**src/rtl/bs_gnrtr_n_rbtr_pkg.sv**
```systemverilog
// rtl/bs_gnrtr_n_rbtr_pkg.sv - shared types and constants for the bus generator/arbiter
package bs_gnrtr_n_rbtr_pkg;

  localparam int ID_W = 8;

  typedef enum logic {
    ARB     = 1'b0,
    DELIVER = 1'b1
  } bus_state_e;

endpackage

```
**src/rtl/bs_gnrtr_n_rbtr_if.sv**
```systemverilog
// rtl/bs_gnrtr_n_rbtr_if.sv - device-FIFO side signals of all buses
interface bs_gnrtr_n_rbtr_if #(
  parameter int bits    = 1,
  parameter int drvrs   = 4,
  parameter int pckg_sz = 16
);

  logic [bits-1:0][drvrs-1:0]              pndng;
  logic [bits-1:0][drvrs-1:0][pckg_sz-1:0] D_pop;
  logic [bits-1:0][drvrs-1:0]              pop;
  logic [bits-1:0][drvrs-1:0]              push;
  logic [bits-1:0][drvrs-1:0][pckg_sz-1:0] D_push;

  modport master (
    output pndng, D_pop,
    input  pop, push, D_push
  );

  modport slave (
    input  pndng, D_pop,
    output pop, push, D_push
  );

endinterface

```
**src/rtl/bs_gnrtr_n_rbtr_bus_channel.sv**
```systemverilog
// rtl/bs_gnrtr_n_rbtr_bus_channel.sv - one bus: round-robin arbiter, ARB/DELIVER FSM, destination decode
module bus_channel
  import bs_gnrtr_n_rbtr_pkg::*;
#(
  parameter int              drvrs     = 4,
  parameter int              pckg_sz   = 16,
  parameter logic [ID_W-1:0] broadcast = 8'hFF
) (
  input  logic                            clk,
  input  logic                            reset,
  input  logic [drvrs-1:0]                pndng,
  input  logic [drvrs-1:0][pckg_sz-1:0]   d_pop,
  output logic [drvrs-1:0]                pop,
  output logic [drvrs-1:0]                push,
  output logic [drvrs-1:0][pckg_sz-1:0]   d_push
);

  localparam int IDX_W = (drvrs > 1) ? $clog2(drvrs) : 1;

  bus_state_e         state;
  bus_state_e         state_nxt;
  logic [IDX_W-1:0]   ptr;
  logic [IDX_W-1:0]   grant;
  logic [IDX_W-1:0]   src;
  logic               grant_vld;
  logic [pckg_sz-1:0] pkt;
  logic [ID_W-1:0]    dest;
  int                 scan_idx;

  // First pending device at or after ptr, wrapping around.
  always_comb begin
    grant     = '0;
    grant_vld = 1'b0;
    scan_idx  = 0;
    for (int j = 0; j < drvrs; j++) begin
      scan_idx = (int'(ptr) + j) % drvrs;
      if (!grant_vld && pndng[IDX_W'(scan_idx)]) begin
        grant     = IDX_W'(scan_idx);
        grant_vld = 1'b1;
      end
    end
  end

  assign dest = pkt[pckg_sz-1 -: ID_W];

  always_comb begin
    state_nxt = state;
    pop       = '0;
    push      = '0;
    case (state)
      ARB: begin
        if (grant_vld) begin
          pop[grant] = 1'b1;
          state_nxt  = DELIVER;
        end
      end
      DELIVER: begin
        state_nxt = ARB;
        if (dest == broadcast) begin
          push      = '1;
          push[src] = 1'b0;
        end else if (int'(dest) < drvrs) begin
          push[dest[IDX_W-1:0]] = 1'b1;
        end
      end
      default: state_nxt = ARB;
    endcase
    // pop is combinational from pndng, so reset must silence it directly
    if (reset) begin
      pop = '0;
    end
  end

  always_ff @(posedge clk or posedge reset) begin
    if (reset) begin
      state <= ARB;
      ptr   <= '0;
      src   <= '0;
      pkt   <= '0;
    end else begin
      state <= state_nxt;
      if (state == ARB && grant_vld) begin
        pkt <= d_pop[grant];
        src <= grant;
        ptr <= (int'(grant) == drvrs - 1) ? '0 : grant + 1'b1;
      end
    end
  end

  assign d_push = {drvrs{pkt}};

endmodule

```
**src/rtl/bs_gnrtr_n_rbtr.sv**
```systemverilog
// rtl/bs_gnrtr_n_rbtr.sv - top: one independent bus_channel per bus
module bs_gnrtr_n_rbtr
  import bs_gnrtr_n_rbtr_pkg::*;
#(
  parameter int              bits      = 1,
  parameter int              drvrs     = 4,
  parameter int              pckg_sz   = 16,
  parameter logic [ID_W-1:0] broadcast = 8'hFF
) (
  input  logic               clk,
  input  logic               reset,
  bs_gnrtr_n_rbtr_if.slave   bus
);

  for (genvar b = 0; b < bits; b++) begin : g_bus
    bus_channel #(
      .drvrs     (drvrs),
      .pckg_sz   (pckg_sz),
      .broadcast (broadcast)
    ) u_chan (
      .clk    (clk),
      .reset  (reset),
      .pndng  (bus.pndng[b]),
      .d_pop  (bus.D_pop[b]),
      .pop    (bus.pop[b]),
      .push   (bus.push[b]),
      .d_push (bus.D_push[b])
    );
  end

endmodule

```
**src/flat_wrapper.sv**
```systemverilog
// flat-port wrapper written by rule: the top's interface ports become plain ports
module bs_gnrtr_n_rbtr_flat import bs_gnrtr_n_rbtr_pkg::*;
#(
  parameter int              bits      = 1,
  parameter int              drvrs     = 4,
  parameter int              pckg_sz   = 16,
  parameter logic [ID_W-1:0] broadcast = 8'hFF
)
  (clk, reset, bus_pndng, bus_D_pop, bus_pop, bus_push, bus_D_push);
  bs_gnrtr_n_rbtr_if #(.bits(bits), .drvrs(drvrs), .pckg_sz(pckg_sz)) bus_i ();
  input  logic clk;
  input  logic reset;
  input wire logic [$bits(bus_i.pndng)-1:0] bus_pndng;
  input wire logic [$bits(bus_i.D_pop)-1:0] bus_D_pop;
  output wire logic [$bits(bus_i.pop)-1:0] bus_pop;
  output wire logic [$bits(bus_i.push)-1:0] bus_push;
  output wire logic [$bits(bus_i.D_push)-1:0] bus_D_push;
  assign bus_i.pndng = bus_pndng;
  assign bus_i.D_pop = bus_D_pop;
  assign bus_pop = bus_i.pop;
  assign bus_push = bus_i.push;
  assign bus_D_push = bus_i.D_push;
  bs_gnrtr_n_rbtr #(.bits(bits), .drvrs(drvrs), .pckg_sz(pckg_sz), .broadcast(broadcast)) u_core (.clk(clk), .reset(reset), .bus(bus_i));
endmodule
```
**config.mk**
```make
export PLATFORM = sky130hd
export DESIGN_NAME = bs_gnrtr_n_rbtr_flat
export DESIGN_NICKNAME = d
export VERILOG_FILES = /design/src/rtl/bs_gnrtr_n_rbtr_pkg.sv /design/src/rtl/bs_gnrtr_n_rbtr_if.sv /design/src/rtl/bs_gnrtr_n_rbtr_bus_channel.sv /design/src/rtl/bs_gnrtr_n_rbtr.sv /design/src/flat_wrapper.sv
export SDC_FILE = /design/constraint.sdc
export NUM_CORES = 1
export LEC_CHECK = 0
export CELL_PAD_IN_SITES_DETAIL_PLACEMENT = 2
export CELL_PAD_IN_SITES_GLOBAL_PLACEMENT = 2
export CORE_ASPECT_RATIO = 1.75
export CORE_MARGIN = 5
export CORE_UTILIZATION = 15
export CTS_CLUSTER_SIZE = 10
export DETAILED_ROUTE_END_ITERATION = 12
export GPL_TIMING_DRIVEN = 0
export PLACE_DENSITY_LB_ADDON = 0.12
export SKIP_LAST_GASP = 1
export SLEW_MARGIN = 25
export SYNTH_ARGS = -nofsm -noshare
export SYNTH_HDL_FRONTEND = slang
export SYNTH_HIERARCHICAL = 1
export SYNTH_SLANG_ARGS = --single-unit
```
**constraint.sdc**
```tcl
create_clock -name clk -period 1.7 [get_ports clk]
set_input_delay 0.255 -clock clk [delete_from_list [all_inputs] [get_ports clk]]
set_output_delay 0.255 -clock clk [all_outputs]
set_load 0.05 [all_outputs]
```
==> flow_summary.json, run 1 <==
{
  "dr.pass1.iters": 3,
  "grtUsageTotal_pct": 12.9,
  "ys_top_cells_by_count": "49 x buf_4, 23 x nor2_1, 21 x dfrtp_1",
  "finalCritPeriodShare_pct": 127,
  "antenna_found_initial": 0,
  "portBuffers": 141,
  "intPower_uw": 3750,
  "maxCapViolCount": 0,
  "worst_ep_required_time_ns": 1.44,
  "synth_area_mm2": 0.00181,
  "setup_viol": 26,
  "ir_drop_mv": 0.722,
  "syn_avg_cell_area_um2": 9.01,
  "place_area_mm2": 0.00347,
  "hold_viol": 0,
  "chipWidth_um": 93.1,
  "worstMarginPinSlew_ns": 0.686,
  "drive_gt1_share_pct": 44.6,
  "synth_top_flop_cell": "dfrtp_1",
  "p_comb_share_pct": 81.3,
  "status": "finished, violations left",
  "synth_top_area_share_pct": 29.0,
  "via_per_inst": 4.17,
  "dpl.cell_count": 479,
  "cts-root-buf": "clkbuf_16",
  "clock_path_buffers": 2,
  "period_needed_ns": 2.16,
  "cp-start-kind": "register",
  "switching_share_pct": 55.8,
  "grt_max_degree": 13,
  "critPathCaptureType": "output pin",
  "worstSetupPathType": "register to output pin",
  "synth_most_common_cell": "buf_4",
  "yosys_register_bits": 21,
  "die_area_mm2": 0.0145,
  "wire_per_inst_um": 18.1,
  "cts_buffers": 3,
  "instances_no_fill": 518,
  "fp.coreArea_mm2": 0.0119,
  "clk_pin_slew_ns": 0.06,
  "yosys.area.top_type": "dfrtp_1",
  "final_cell_area_mm2": 0.00400,
  "cp_max_fo": 4,
  "yosys_warnings": 6,
  "clock_sinks": 21,
  "finalWorstSetupSlack_ns": -0.459,
  "setup_tns_ns": -4.82,
  "crit_arrival_ns": 1.90,
  "cts_tree": "done",
  "ys_seq_area_share_pct": 29.0,
  "synth_cells": 201,
  "rows": 53,
  "drtIter0Drc": 46,
  "violations": "setup timing",
  "leakagePower_uw": 0.00175,
  "antenna_left": 0,
  "dp_hpwl_um": 7280,
  "vias": 2160,
  "power_frac_clock_pct": 6.0,
  "skew_ns": 0.00401,
  "pwr-share-seq_pct": 12.6,
  "synthTopCellsByArea": "dfrtp_1 29%, buf_4 20%, mux2i_1 8.8%",
  "hold_class": "input port to async pin",
  "nets": 453,
  "final_core_util_pct": 33.5,
  "max_freq_ghz": 0.463,
  "grt_most_used_layer": "met2",
  "ios": 142,
  "synthArstFlopShare_pct": 100,
  "initial_utilization_pct": 15.2,
  "totalWireLength_um": 9390,
  "die_y_um": 155,
  "relSlewSlack_pct": 54.0,
  "grt-ovfl-total": 0,
  "switching_power_uw": 4750,
  "syn-num-nets": 272,
  "grt_use_met1_pct": 13.1,
  "route.detailed.drc": 0,
  "worstRegToRegCells": 8,
  "gp_congestion": 0.697,
  "rsz0062_at_grt": "true",
  "grt_pass1_wl_um": 14300,
  "synth-edff-count": 0,
  "ys_types": 34,
  "maxSlewViolCount": 0,
  "syn_to_final_growth_pct": 121,
  "clkLatencyLatePin_ns": 0.25,
  "powerDensity_mw_per_mm2": 2130,
  "grt_use_met2_pct": 27.3,
  "antenna_cells": 0,
  "h-tree-depth": 1,
  "grt_pass1_vias": 2471,
  "met3_usage_pct": 1.16
}
## layout by cell type, fill, tap and decap left out, types with 3 or more instances in the layout
cell type        synthesis  final
a221oi_2                10     10
and3_4                   0      3
clkbuf_16                0      3
buf_4                   49     79
a21oi_2                  0      4
nor2b_4                  0      3
nor2_2                   0      3
o22ai_1                 17     17
dlygate4sd2_1            0     61
nor2_1                  23     20
buf_12                   0      4
a221oi_1                 7      7
buf_6                    3      9
inv_1                    4      3
clkbuf_2                 0      4
mux2i_4                  0      3
dfrtp_2                  0     11
nand2_1                  7      3
nand2_2                  1      5
clkdlybuf4s50_1          0     65
mux2i_1                 16      8
dfrtp_1                 21     10
buf_8                    0      7
mux2i_2                  0      5
## per-stage QoR
stage / hold slack [ns] / power (µW) / worst slack [ns]
2_1_floorplan: 0.250 / 5580 / -0.162
3_3_place_gp: 0.607 / 7630 / -1.38
3_5_place_dp: 0.613 / 7700 / -1.38
4_1_cts: 0.532 / 8480 / -0.479
5_1_grt: 0.571 / 8940 / -0.540
6_report: 0.560 / 8500 / -0.459
## sequential cells by signal (all words and copies together) (netlist names)
register / flops
u_core/g_bus.u_chan/pkt: 16
u_core/g_bus.u_chan/ptr: 2
u_core/g_bus.u_chan/src: 2
u_core/g_bus.u_chan/state: 1
## per-layer routing
metal	part of all wire [%]	up-vias	wire (µm)
met5	0	-	0
met2	62	56	5810
met1	34	1057	3230
li1	-	1045	-
met4	0.79	0	74
met3	2.9	2	275
## logic make-up after synthesis
family                   Yosys count  share of synthesized area [%]
buffers and inverters             63                           24.9
AO/OA/AOI/OAI                     52                           23.6
AND/OR/NAND/NOR                   48                           13.0
flip-flops                        21                           29.0
multiplexers                      16                           8.85
adder cells (fa/ha/maj)            1                          0.691
## cell type report
class / count / area (µm²)
buffer: 57 / 472
inverter: 5 / 27.5
timing repair inverter: 1 / 5.00
fill: 1337 / 7940
multi-input combinational: 117 / 1030
tap: 137 / 171
clock buffer: 4 / 78.8
timing repair buffer: 176 / 1670
sequential: 21 / 539
## critical path, stage by stage (launching register included)
cell      delay, ns
dfrtp_2        0.43
nand2b_4       0.16
a21boi_1       0.13
a221oi_2       0.33
buf_6          0.16
ha_4           0.11
and3_4         0.18
buf_8          0.14
## power by group through the flow
stage | Clock [µW] | Combinational, µW | Sequential [µW]
after CTS | 530 | 6890 | 1070
after global routing | 547 | 7260 | 1130
after detailed placement | 0 | 6490 | 1210
after floorplan | 0 | 3860 | 1730
final | 511 | 6910 | 1080
after global placement | 0 | 6440 | 1200
## timing repair
| action | in CTS | in global routing |
|---|---|---|
| hold buffers | 0 | 0 |
| setup buffers | 29 | 7 |
| pin swaps | 15 | 10 |
| gates cloned | 2 | 0 |
| gates resized for setup | 183 | 25 |
| setup endpoints to repair | 92 | 33 |
## worst paths after layout
| check | startpoint | endpoint | slack, ns |
|---|---|---|---|
| min reg2reg | u_core/g_bus[0].u_chan/src[1] | u_core/g_bus[0].u_chan/src[1] | 0.63 |
| max in group asynchronous | reset | u_core/g_bus[0].u_chan/pkt[15] | 0.71 |
| max reg2reg | u_core/g_bus[0].u_chan/ptr[1] | u_core/g_bus[0].u_chan/pkt[4] | -0.18 |
| min in group clk | u_core/g_bus[0].u_chan/src[1] | u_core/g_bus[0].u_chan/src[1] | 0.63 |
| min | reset | u_core/g_bus[0].u_chan/ptr[0] | 0.56 |
| max | u_core/g_bus[0].u_chan/ptr[1] | bus_pop[3] | -0.46 |
Note: power is estimated with default switching activity, not from simulation.
==> inputs of run 2 (changes only) <==
CAP_MARGIN = 20   (was not set)
CORE_MARGIN = 10   (was 5)
==> flow_summary.json, run 2 (same netlist as run 1, synthesis figures left out) <==
{
  "die_y_um": 165,
  "cp-start-kind": "register",
  "route.detailed.drc": 0,
  "die_area_mm2": 0.0170,
  "max_freq_ghz": 0.460,
  "largest_reg_flops": 16,
  "largestRegisters": "u_core/g_bus.u_chan/pkt: 16 flops, u_core/g_bus.u_chan/ptr: 2 flops, u_core/g_bus.u_chan/src: 2 flops",
  "final_cell_mix": "76 x buf_4, 65 x clkdlybuf4s50_1, 52 x dlygate4sd2_1",
  "hold_slack_ns": 0.544,
  "timing.rr.start": "u_core/g_bus[0].u_chan/ptr[1]",
  "final_cell_area_mm2": 0.00406,
  "clkLatencyLatePin_ns": 0.25,
  "h-tree-depth": 1,
  "crit_arrival_ns": 1.92,
  "cts_tree": "done",
  "setup_viol": 24,
  "cts-root-buf": "clkbuf_16",
  "via_per_inst": 4.20,
  "clock_path_buffers": 2,
  "grt_pass1_wl_um": 14400,
  "grt-ovfl-total": 0,
  "clk_pin_slew_ns": 0.06,
  "hold_class": "input port to async pin",
  "violations": "setup timing",
  "fp.coreArea_mm2": 0.0119,
  "syn_to_final_growth_pct": 124,
  "skew_ns": 0.00187,
  "leakagePower_uw": 0.00176,
  "place_area_mm2": 0.00347,
  "gp_congestion": 0.694,
  "wire_per_inst_um": 20.1,
  "grt_max_degree": 13,
  "cpPeakStageDelay_ns": 0.44,
  "drive_gt1_share_pct": 47.9,
  "cp_max_fo": 5,
  "finalWorstSetupSlack_ns": -0.474,
  "hold_viol": 0,
  "ir_drop_mv": 0.751,
  "chipWidth_um": 103,
  "power_uw": 8670,
  "crit_slowest_cell": "dfrtp_2",
  "worstSetupPathType": "register to output pin",
  "regMostFlops": "u_core/g_bus.u_chan/pkt",
  "totalWireLength_um": 10300,
  "fillers": 1341,
  "powerDensity_mw_per_mm2": 2130,
  "initial_utilization_pct": 15.2,
  "crit_start": "u_core/g_bus[0].u_chan/ptr[1]",
  "setup_tns_ns": -5.19,
  "period_needed_ns": 2.17,
  "portBuffers": 141,
  "ios": 142,
  "antenna_found_initial": 0,
  "post-place-ws_ns": -1.39,
  "antenna_left": 0,
  "path_cells": "nand2b_4, a21boi_4, a221oi_4, buf_12, ha_4, and3_4, buf_8",
  "worst_ep_required_time_ns": 1.44,
  "clock_sinks": 21,
  "grt_pass1_vias": 2408,
  "maxSlewViolCount": 0,
  "critPathCaptureType": "output pin",
  "status": "finished, violations left",
  "dr.pass1.iters": 4,
  "dp_hpwl_um": 8190,
  "cts_buffers": 3,
  "final_common_cell": "buf_4",
  "vias": 2163,
  "rsz0062_at_grt": "true",
  "worstMarginPinSlew_ns": 0.638,
  "rows": 53,
  "drtIter0Drc": 71,
  "finalCritPeriodShare_pct": 128,
  "maxCapViolCount": 0,
  "nets": 450,
  "relSlewSlack_pct": 57.3,
  "antenna_cells": 0,
  "grtUsageTotal_pct": 11.4
}
## run 2: per-stage QoR
stage / utilization, % / instances
floorplan: - / 201
CTS: 32.4 / 509
finish: 34.0 / 515
global placement: 29.0 / 479
detailed placement: 29.0 / 479
global route: 34.0 / 515
## run 2: report_power, final
| group | internal (µW) | switching, µW |
|---|---|---|
| Clock | 320 | 197 |
| Combinational | 2700 | 4350 |
| Sequential | 761 | 339 |
| Total | 3780 | 4890 |
## run 2: path summary, 6_finish.rpt
kind	end	slack (ns)	cells past startpoint
max in group asynchronous	u_core/g_bus[0].u_chan/pkt[14]	0.75	2
hold reg to reg	u_core/g_bus[0].u_chan/pkt[4]	0.67	2
setup / recovery	bus_pop[3]	-0.47	7
min in group clk	u_core/g_bus[0].u_chan/pkt[7]	0.65	3
hold / removal	u_core/g_bus[0].u_chan/pkt[6]	0.54	3
setup reg to reg	u_core/g_bus[0].u_chan/pkt[9]	-0.22	7
## run 2: routing by layer
layer	vias up	global-route usage (%)	wire length, µm
li1	1043	-	-
met1	1059	10.3	3320
met2	59	24.7	6540
met3	2	1.46	388
met4	0	2.67	85
met5	-	0	0
## run 2: layout make-up
cell class / instances / area [µm²] / share of cell area (%)
Multi-Input combinational cell: 117 / 1130 / 27.8
Tap cell: 137 / 171 / 4.22
Sequential cell: 21 / 539 / 13.3
Inverter: 5 / 30.0 / 0.739
Buffer: 57 / 484 / 11.9
Clock buffer: 4 / 78.8 / 1.94
Timing Repair inverter: 1 / 5.00 / 0.123
Timing Repair Buffer: 173 / 1620 / 39.9
## run 2: timing repair
item                                    CTS  global route
resized for setup                       176            65
endpoints found under the setup margin   92            38
pin swaps                                17            16
buffers inserted                         25             8
gates cloned                              2             1
hold buffers                              0             0
## run 2: critical path, delay by kind of cell, from the launching register on
| kind | cells | cell delay (ns) |
|---|---|---|
| AND/OR/NAND/NOR | 2 | 0.34 |
| AO/OA/AOI/OAI | 2 | 0.48 |
| adder cells (fa/ha/maj) | 1 | 0.11 |
| buffers and inverters | 2 | 0.29 |
| flip-flops | 1 | 0.44 |
==> inputs of run 3 (changes only) <==
RECOVER_POWER = 100   (was not set)
==> flow_summary.json, run 3 (same netlist as run 1, synthesis figures left out) <==
{
  "status": "finished, violations left",
  "violations": "setup timing",
  "period_needed_ns": 2.17,
  "nets": 450,
  "h-tree-depth": 1,
  "relSlewSlack_pct": 57.3,
  "grtUsageTotal_pct": 11.4,
  "maxSlewViolCount": 0,
  "regMostFlops": "u_core/g_bus.u_chan/pkt",
  "clk_pin_slew_ns": 0.06,
  "max_freq_ghz": 0.460,
  "rsz0062_at_grt": "true",
  "drtIter0Drc": 67,
  "gp_congestion": 0.694,
  "final_cell_area_mm2": 0.00405,
  "fp.coreArea_mm2": 0.0119,
  "powerDensity_mw_per_mm2": 2130,
  "worstMarginPinSlew_ns": 0.637,
  "syn_to_final_growth_pct": 124,
  "cp-start-kind": "register",
  "antenna_found_initial": 0,
  "grt_pass1_wl_um": 14400,
  "grt-ovfl-total": 0,
  "maxCapViolCount": 0,
  "chipWidth_um": 103,
  "grt_max_degree": 13,
  "antenna_left": 0,
  "clkLatencyLatePin_ns": 0.25,
  "final_cell_mix": "73 x buf_4, 64 x clkdlybuf4s50_1, 52 x dlygate4sd2_1",
  "postCtsHoldBufs": 0,
  "final_common_cell": "buf_4",
  "place_area_mm2": 0.00347,
  "finalCritPeriodShare_pct": 128,
  "cts-root-buf": "clkbuf_16",
  "ios": 142,
  "die_area_mm2": 0.0170,
  "largest_reg_flops": 16,
  "cp_max_fo": 5,
  "crit_arrival_ns": 1.92,
  "largestRegisters": "u_core/g_bus.u_chan/pkt: 16 flops, u_core/g_bus.u_chan/ptr: 2 flops, u_core/g_bus.u_chan/src: 2 flops",
  "dp_hpwl_um": 8190,
  "final_core_util_pct": 33.9,
  "instances_no_fill": 515,
  "dr.pass1.iters": 4,
  "worst_ep_required_time_ns": 1.44,
  "finalWorstSetupSlack_ns": -0.474,
  "clock_sinks": 21,
  "route.detailed.drc": 0,
  "clock_path_buffers": 2,
  "drive_gt1_share_pct": 46.8,
  "hold_class": "input port to async pin",
  "die_y_um": 165,
  "portBuffers": 141,
  "setup_viol": 27,
  "worstSetupPathType": "register to output pin",
  "post-place-ws_ns": -1.39,
  "via_per_inst": 4.20,
  "hold_viol": 0,
  "cts_tree": "done",
  "initial_utilization_pct": 15.2,
  "wire_per_inst_um": 20.1,
  "skew_ns": 0.00187,
  "totalWireLength_um": 10300,
  "antenna_cells": 0,
  "grt_pass1_vias": 2408,
  "vias": 2161,
  "rows": 53,
  "critPathCaptureType": "output pin",
  "hold_slack_ns": 0.615,
  "ir_drop_mv": 0.751,
  "leakagePower_uw": 0.00175,
  "cts_buffers": 3,
  "dpl.cell_count": 479
}
==> run 3: changes by cell type in the layout (fill, tap and decap cells not counted), sizes merged <==
cell           before  now
buf                97   94
clkbuf             17   20
clkdlybuf4s15       3    2
clkdlybuf4s25       0    1
clkdlybuf4s50      65   64
dlygate4sd3         0    1
==> run 3: layout make-up <==
type                       count  area (µm²)
buffer                        57         484
clock buffer                   4        78.8
fill                        1341        7890
inverter                       5        30.0
multi-input combinational    117        1130
sequential                    21         538
tap                          137         171
timing repair buffer         173        1610
timing repair inverter         1        5.00
==> run 3: metrics by stage <==
stage	power (µW)	TNS (ns)
after CTS	8430	-4.75
after detailed placement	7760	-17.90
after global placement	7700	-17.22
after floorplan	5580	-0.393
final	8640	-5.59
after global routing	9090	-8.12
==> run 3: path summary, 6_finish.rpt <==
check	depth (start not counted)	slack (ns)	end	startpoint
max in group asynchronous	3	0.61	u_core/g_bus[0].u_chan/pkt[9]	reset
hold / removal	3	0.62	u_core/g_bus[0].u_chan/pkt[6]	reset
setup reg to reg	7	-0.22	u_core/g_bus[0].u_chan/pkt[9]	u_core/g_bus[0].u_chan/ptr[1]
setup / recovery	7	-0.47	bus_pop[3]	u_core/g_bus[0].u_chan/ptr[1]
min in group clk	3	0.65	u_core/g_bus[0].u_chan/pkt[7]	bus_D_pop[39]
hold reg to reg	2	0.67	u_core/g_bus[0].u_chan/pkt[4]	u_core/g_bus[0].u_chan/pkt[4]
==> run 3: timing repair <==
action / 4_1_cts / 5_1_grt
setup buffers: 25 / 8
pin swaps: 17 / 16
resized for setup: 176 / 65
cloned: 2 / 1
endpoints found under the setup margin: 92 / 38
hold endpoints to repair: 0 / 0
==> run 3: power breakdown <==
part	internal, µW	switching, µW	total [µW]
combinational	2670	4350	7030
sequential	758	339	1100
clock	320	197	517
==> run 3: per-layer routing <==
layer,up-vias,routed length [µm],GRT usage [%]
met5,-,0,0
met4,0,85,2.67
met3,2,388,1.46
met2,59,6540,24.7
met1,1057,3320,10.3
li1,1043,-,-
==> run 3: worst max-delay path: stages, from the launching register on <==
cell and delay [ns]:
dfrtp_2 0.44, nand2b_4 0.16, a21boi_4 0.14, a221oi_4 0.34, buf_12 0.15, ha_4 0.11, and3_4 0.18, buf_8 0.14
